==> config.mk <==
export PLATFORM = sky130hd
export DESIGN_NAME = riscv_core_fwd_sel_pipe
export DESIGN_NICKNAME = d
export VERILOG_FILES = /design/src/rtl/riscv_core_fwd_sel_pipe.sv
export SDC_FILE = /design/constraint.sdc
export NUM_CORES = 1
export LEC_CHECK = 0
export BUFFER_PORTS_ARGS = -buffer_cell sky130_fd_sc_hd__buf_2
export CAP_MARGIN = 5
export CORE_UTILIZATION = 48
export CTS_BUF_LIST = sky130_fd_sc_hd__clkbuf_16
export CTS_CLUSTER_DIAMETER = 200
export CTS_CLUSTER_SIZE = 10
export DETAILED_ROUTE_END_ITERATION = 8
export MAX_ROUTING_LAYER = met4
export PLACE_DENSITY = 0.81
export SLEW_MARGIN = 20
export SYNTH_ARGS = -nofsm -noshare
export SYNTH_HDL_FRONTEND = slang
export SYNTH_SLANG_ARGS = --single-unit
==> constraint.sdc <==
create_clock -name i_clk -period 2 [get_ports i_clk]
set_input_delay 0.4 -clock i_clk [delete_from_list [all_inputs] [get_ports i_clk]]
set_output_delay 0.4 -clock i_clk [all_outputs]
set_load 0.01 [all_outputs]
==> src/rtl/riscv_core_fwd_sel_pipe.sv <==
`default_nettype none
// +--------------------------------------------------------------------------+
// | riscv_core_fwd_sel_pipe: registered N:1 operand select with 2-entry skid |
// | Rev 1.0                                                                  |
// +--------------------------------------------------------------------------+
module riscv_core_fwd_sel_pipe #(
  parameter  int XLEN     = 64,
  parameter  int NUM_IN   = 4,
  parameter  int SEL_MODE = 0,
  localparam int SELW     = (SEL_MODE != 0) ? NUM_IN : $clog2(NUM_IN)
) (
  input  logic                   i_clk,
  input  logic                   i_rst_n,
  input  logic                   i_flush,
  input  logic [NUM_IN*XLEN-1:0] i_in_data,
  input  logic [SELW-1:0]        i_in_sel,
  input  logic                   i_in_valid,
  output logic                   o_in_ready,
  output logic [XLEN-1:0]        o_out_data,
  output logic                   o_out_valid,
  input  logic                   i_out_ready,
  output logic                   o_sel_err
);

  logic [XLEN-1:0] w_dec_data;
  logic            w_dec_err;
  logic            w_accept;
  logic            w_transfer;

  logic            r_out_valid;
  logic [XLEN-1:0] r_out_data;
  logic            r_out_err;
  logic            r_skid_valid;
  logic [XLEN-1:0] r_skid_data;
  logic            r_skid_err;

  if (SEL_MODE == 0) begin : g_bin_dec
    // Unmatched indices (sel >= NUM_IN) fall through to the zero/error default.
    always_comb begin
      w_dec_data = '0;
      w_dec_err  = 1'b1;
      for (int k = 0; k < NUM_IN; k++) begin
        if (i_in_sel == SELW'(k)) begin
          w_dec_data = i_in_data[k*XLEN +: XLEN];
          w_dec_err  = 1'b0;
        end
      end
    end
  end else begin : g_onehot_dec
    logic            w_seen;
    logic            w_multi;
    logic [XLEN-1:0] w_acc;

    always_comb begin
      w_seen  = 1'b0;
      w_multi = 1'b0;
      w_acc   = '0;
      for (int k = 0; k < NUM_IN; k++) begin
        if (i_in_sel[k]) begin
          w_multi = w_multi | w_seen;
          w_seen  = 1'b1;
          w_acc   = w_acc | i_in_data[k*XLEN +: XLEN];
        end
      end
      w_dec_err  = ~w_seen | w_multi;
      w_dec_data = w_dec_err ? '0 : w_acc;
    end
  end

  assign w_accept   = i_in_valid & ~r_skid_valid;
  assign w_transfer = r_out_valid & i_out_ready;

  always_ff @(posedge i_clk or negedge i_rst_n) begin
    if (!i_rst_n) begin
      r_out_valid  <= 1'b0;
      r_out_data   <= '0;
      r_out_err    <= 1'b0;
      r_skid_valid <= 1'b0;
      r_skid_data  <= '0;
      r_skid_err   <= 1'b0;
    end else if (i_flush) begin
      r_out_valid  <= 1'b0;
      r_skid_valid <= 1'b0;
    end else if (r_skid_valid) begin
      // FULL: ready is low, so only a drain can happen.
      if (w_transfer) begin
        r_out_data   <= r_skid_data;
        r_out_err    <= r_skid_err;
        r_skid_valid <= 1'b0;
      end
    end else if (w_accept) begin
      if (!r_out_valid || w_transfer) begin
        r_out_valid <= 1'b1;
        r_out_data  <= w_dec_data;
        r_out_err   <= w_dec_err;
      end else begin
        r_skid_valid <= 1'b1;
        r_skid_data  <= w_dec_data;
        r_skid_err   <= w_dec_err;
      end
    end else if (w_transfer) begin
      r_out_valid <= 1'b0;
    end
  end

  assign o_in_ready  = ~r_skid_valid;
  assign o_out_valid = r_out_valid;
  assign o_out_data  = r_out_data;
  assign o_sel_err   = r_out_err;

endmodule
`default_nettype wire

==> results of run 1 <==
==> stage by stage <==
stage,std cells,power [mW],hold WS [ns],util [%]
floorplan,437,5.50,0.104,-
global placement,976,6.43,0.326,62.7
detailed placement,976,6.61,0.326,62.7
CTS,1008,9.43,0.215,66.2
global route,1010,9.79,0.226,66.2
finish,1010,9.33,0.231,66.2
==> logic make-up (layout without fill, tap and decap cells) <==
logic type	Yosys count	count (layout)	share of synthesized area [%]
simple gates	5	5	0.383
other cells	0	2	0
mux	257	257	51.2
compound gates	5	5	0.416
flops	132	132	43.9
buf+inv	38	398	4.07
==> area by class of cell <==
type / count / area [um2] / share of cell area (%)
Multi-Input combinational cell: 267 / 3940 / 39.0
Antenna cell: 2 / 5.00 / 0.0495
Sequential cell: 132 / 3300 / 32.7
Clock buffer: 17 / 425 / 4.21
Timing Repair Buffer: 364 / 2060 / 20.4
Inverter: 3 / 11.3 / 0.111
Tap cell: 211 / 264 / 2.61
Clock inverter: 14 / 97.6 / 0.966
==> worst max-delay path by stage <==
stage,start,slack [ns],endpoint
finish,r_skid_valid,0.14,o_in_ready
global route,r_skid_valid,0.05,o_in_ready
CTS,r_skid_valid,0.11,o_in_ready
detailed placement,i_in_sel[0],-0.07,o_out_data[24]
global placement,i_in_sel[0],-0.04,o_out_data[24]
floorplan,i_in_sel[1],0.10,o_out_data[13]
==> synth_stat cells <==
master and count:
nor4b_1 1, clkbuf_1 5, a211oi_1 1, nor2b_1 1
buf_12 6, mux2i_1 1, buf_1 6, mux4_2 60
a221oi_1 1, mux4_1 4, a21oi_1 2, inv_1 3
nand2_1 2, buf_6 3, buf_4 10, o21ai_0 1
buf_2 4, dfrtp_1 132, mux2_2 132, clkbuf_2 1
nand2b_1 1, mux2_4 60
==> critical path: stages (launching register included) <==
cell	delay, ns
dfrtp_1	0.38
buf_4	0.15
inv_2	0.07
buf_12	0.26
buf_2	0.19
==> registers in the layout (all words and copies together), names as in the netlist <==
name          flops
r_skid_data      64
o_out_data       64
r_skid_err        1
r_skid_valid      1
o_out_valid       1
o_sel_err         1
==> power by group through the flow <==
stage / Combinational, mW / Clock (mW) / Sequential (mW)
floorplan: 1.51 / 0 / 3.99
global placement: 2.56 / 0 / 3.87
detailed placement: 2.68 / 0 / 3.92
CTS: 2.70 / 2.84 / 3.90
global route: 2.86 / 2.95 / 3.98
finish: 2.67 / 2.77 / 3.90
==> routing by layer <==
metal	wire [um]	track usage, %	part of all wire [%]	up-vias
li1	-	-	-	2404
met1	7190	26.8	37	2684
met2	10500	45.9	55	228
met3	1030	5.65	5.4	33
met4	490	10.2	2.5	0
met5	0	-	0	-
==> repair_timing <==
item	in CTS	in global routing
hold buffers	1	0
hold endpoints to repair	36	0
buffers inserted	0	0
==> reports/results.txt, run 1 <==
H-tree levels = 4
Unique masters post-synth = 22
# IOs = 330
die height = 127 um
commonest cells after routing, fill and taps aside = buf_2, mux2_2, dfrtp_1
vias = 5349
Power Dens Cells = 923 nW/um2
Clk Latency, worst-skew pair = 0.41 ns
Min-Delay Path Class = in -> reg
hpwl dp = 14600 um
Die W = 127 um
Final nets = 1048
Final Cell Area = 10100 um2
clk sinks = 132
worst hold endpoint = r_skid_valid
Setup WS pre-CTS = -0.0658 ns
Pre-antenna DRT Iters = 4
Mean Syn Cell Area = 17.2 um2
Seq/Total Area, Yosys = 43.9%
switching share of power = 27.4%
P_sw = 2.56 mW
die area = 16200 um2
# DRC = 0
Post-CTS Resized = 0
Slew HR = 74.6%
CP startpoint kind = flip-flop
IO buf count = 329
Crit Path Class = reg -> out
Comb power frac = 28.6%
Starting DRT DRC Count = 235
CP required = 1.60 ns
Total GRT Usage = 25.4%
largest fanout on the critical path = 42
worst hold path startpoint = i_out_ready
Clock Tree Root = clkbuf_16
Routed Antenna Nets = 0
total CTS buffers = 17
run status = completed
WL/cell = 19.1 um
Worst Path Arrival = 1.46 ns
Reg clk slew, reported paths = 0.06 ns
Clock power frac = 29.7%
Internal = 6.77 mW
Reg-to-Reg End = o_out_data[4]
commonest non-fill, non-tap cell in the layout = buf_2
RSZ-0062 raised after global routing = no
largest net degree at the start of global routing = 51
peak supply drop = 0.604 mV
Starting Density = 49.3%
number of global-route vias before repair = 6073
Hold Path Stages = 2
Peak Freq = 536 MHz
worst setup margin = 0.136 ns
Final GP Congestion = 0.775
Crit. End Element = output pin
Post-Syn Area = 7520 um2
yosys warns = 0
syn_nets = 700
slew of the pin with the lowest slew margin = 0.381 ns
minimum clock period after layout = 1.86 ns
sequential share of power = 41.8%
period utilization = 93.2%
worst-case clock buffer depth = 2
Synth area leader = dfrtp_1
Area growth, synth to finish = 34.3%
R2R depth = 5
final setup vio count = 0
Hold Fails Final Rpt = 0
WL final = 19300 um
max-cap violations = 0
top post-synthesis cells by area = dfrtp_1, mux2_2, mux4_2
Placement Cell Area = 9560 um2
clk_skew = 0.00836 ns
antenna violations before repair = 2
Congestion Overflow GR = 0
first-pass GRT wire length = 30200 um
core area = 15300 um2
Yosys reg bits = 132
R2R Path Start = o_out_valid
Rows = 45
Layout fillers = 1111
CTS tree = built
reg2reg setup slack = 0.14 ns
layout cells sized above 1 = 80.8%
Max Transition Viols Final = 0
DR vias/cell = 5.30
Pleak = 4.83 nW
share of the synthesized area in the top cell type = 43.9%
Post-Route Setup TNS = 0 ns
Post-Syn Instances = 437
(Power assumes the default switching activity.)
==> run 2: changes to the inputs <==
--- a/config.mk
+++ b/config.mk
@@ -14,6 +14,7 @@
 export DETAILED_ROUTE_END_ITERATION = 8
 export MAX_ROUTING_LAYER = met4
 export PLACE_DENSITY = 0.81
+export RECOVER_POWER = 25
 export SLEW_MARGIN = 20
 export SYNTH_ARGS = -nofsm -noshare
 export SYNTH_HDL_FRONTEND = slang
==> run 2 against run 1 <==
Against the previous run: clock power about the same; sequential share of layout area is 0.077 points higher; routed wire length about the same; largest power group unchanged; highest routed layer unchanged.
==> reports/results.txt, run 2 (same netlist as run 1, synthesis figures left out) <==
commonest cells after routing, fill and taps aside = buf_2, mux2_2, dfrtp_1 (unchanged)
minimum clock period after layout = 1.86 ns (about the same)
Peak Freq = 536 MHz (about the same)
WL/cell = 19.1 um (about the same)
Min-Delay Path Class = in -> reg (unchanged)
H-tree levels = 4 (unchanged)
RSZ-0062 raised after global routing = no (unchanged)
Placement Cell Area = 9560 um2 (unchanged)
Routed Antenna Nets = 0 (unchanged)
Crit. End Element = output pin (unchanged)
Worst Path Arrival = 1.46 ns (about the same)
WL final = 19300 um (about the same)
largest net degree at the start of global routing = 51 (unchanged)
Final Cell Area = 10100 um2 (about the same)
Pre-antenna DRT Iters = 4 (unchanged)
FF/Latch Area = 3300 um2 (unchanged)
Final Non-Filler Cells = 1010 (unchanged)
Hold Path Stages = 2 (unchanged)
Rows = 45 (unchanged)
Starting DRT DRC Count = 230 (was 235)
Post-CTS Setup Bufs = 0 (unchanged)
# DRC = 0 (unchanged)
layout cells sized above 1 = 80.8% (unchanged)
core area = 15300 um2 (unchanged)
Post-Route Setup TNS = 0 ns (unchanged)
reg2reg setup slack = 0.14 ns (about the same)
antenna violations before repair = 2 (unchanged)
die area = 16200 um2 (unchanged)
Clk Latency, worst-skew pair = 0.41 ns (about the same)
run status = completed (unchanged)
CP required = 1.60 ns (about the same)
Hold Fails Final Rpt = 0 (unchanged)
Crit Path Class = reg -> out (unchanged)
R2R depth = 5 (unchanged)
worst-case clock buffer depth = 2 (unchanged)
largest fanout on the critical path = 42 (unchanged)
Power Dens Cells = 925 nW/um2 (was 923 nW/um2)
total CTS buffers = 17 (unchanged)
multi-input gate area in the final layout = 3940 um2 (unchanged)
Post-CTS Resized = 0 (unchanged)
Layout fillers = 1119 (was 1111)
CTS tree = built (unchanged)
first-pass GRT wire length = 30200 um (unchanged)
final setup vio count = 0 (unchanged)
Final nets = 1048 (unchanged)
die height = 127 um (unchanged)
Area growth, synth to finish = 34.0% (was 34.3%)
Pleak = 4.82 nW (was 4.83 nW)
commonest non-fill, non-tap cell in the layout = buf_2 (unchanged)
vias = 5351 (was 5349)
number of global-route vias before repair = 6073 (unchanged)
max-cap violations = 0 (unchanged)
DR vias/cell = 5.30 (about the same)
Congestion Overflow GR = 0 (unchanged)
worst hold endpoint = r_skid_valid (unchanged)
Slew HR = 35.5% (was 74.6%)
hpwl dp = 14600 um (unchanged)
Reg clk slew, reported paths = 0.06 ns (about the same)
IO buf count = 329 (unchanged)
Total GRT Usage = 25.4% (unchanged)
CP startpoint kind = flip-flop (unchanged)
slew of the pin with the lowest slew margin = 0.968 ns (was 0.381 ns)
# IOs = 330 (unchanged)
Max Transition Viols Final = 0 (unchanged)
Starting Density = 49.3% (unchanged)
Reg-to-Reg End = o_out_data[4] (unchanged)
worst hold path startpoint = i_out_ready (unchanged)
peak supply drop = 0.599 mV (was 0.604 mV)
period utilization = 93.2% (about the same)
Clock Tree Root = clkbuf_16 (unchanged)
final core occ = 66.1% (was 66.2%)
Final GP Congestion = 0.775 (unchanged)
clk sinks = 132 (unchanged)
Die W = 127 um (unchanged)
R2R Path Start = o_out_valid (unchanged)
clk_skew = 0.00837 ns (was 0.00836 ns)
dpl cells = 976 (unchanged)
# hold bufs at CTS = 1 (unchanged)
run 2: routing by layer:
metal  global-route usage (%)  share of wire, %  wire length [um]  up-vias
li1                         -                 -                 -     2404
met3                     5.65               5.4              1030       33
met2                     45.9                55             10500      228
met5                        -                 0                 0        -
met4                     10.2               2.5               490        0
met1                     26.8                37              7190     2686
run 2: worst max path at each step:
stage,endpoint,slack [ns],from
6_report,o_in_ready,0.14,r_skid_valid
5_1_grt,o_in_ready,0.05,r_skid_valid
4_1_cts,o_in_ready,0.11,r_skid_valid
3_5_place_dp,o_out_data[24],-0.07,i_in_sel[0]
3_3_place_gp,o_out_data[24],-0.04,i_in_sel[0]
2_1_floorplan,o_out_data[13],0.10,i_in_sel[1]
run 2: cell type report:
cell class / count / area share [%]
repair buffers: 364 / 20.2
inverters: 3 / 0.112
clock inverters: 14 / 0.968
flip-flops and latches: 132 / 32.8
well taps: 211 / 2.62
diodes: 2 / 0.0497
clock buffers: 17 / 4.22
multi-input cells: 267 / 39.1
run 2: critical path, cell delays in order (launching register included):
cell	delay (ns)
dfrtp_1	0.38
buf_4	0.15
inv_2	0.07
buf_12	0.26
buf_2	0.19
run 2: where the power goes:
| group | switching, mW | leakage [nW] | internal (mW) | total (mW) |
|---|---|---|---|---|
| combinational | 1.01 | 2.96 | 1.64 | 2.66 |
| sequential | 0.440 | 1.60 | 3.46 | 3.90 |
| clock | 1.10 | 0.259 | 1.66 | 2.77 |
| total | 2.56 | 4.82 | 6.76 | 9.32 |
run 2: metrics by stage:
step / power (mW) / hold WS (ns) / worst slack, ns
3_3_place_gp: 6.43 / 0.326 / -0.0354
6_report: 9.32 / 0.231 / 0.136
4_1_cts: 9.43 / 0.215 / 0.111
5_1_grt: 9.78 / 0.226 / 0.0497
2_1_floorplan: 5.50 / 0.104 / 0.102
3_5_place_dp: 6.61 / 0.326 / -0.0658
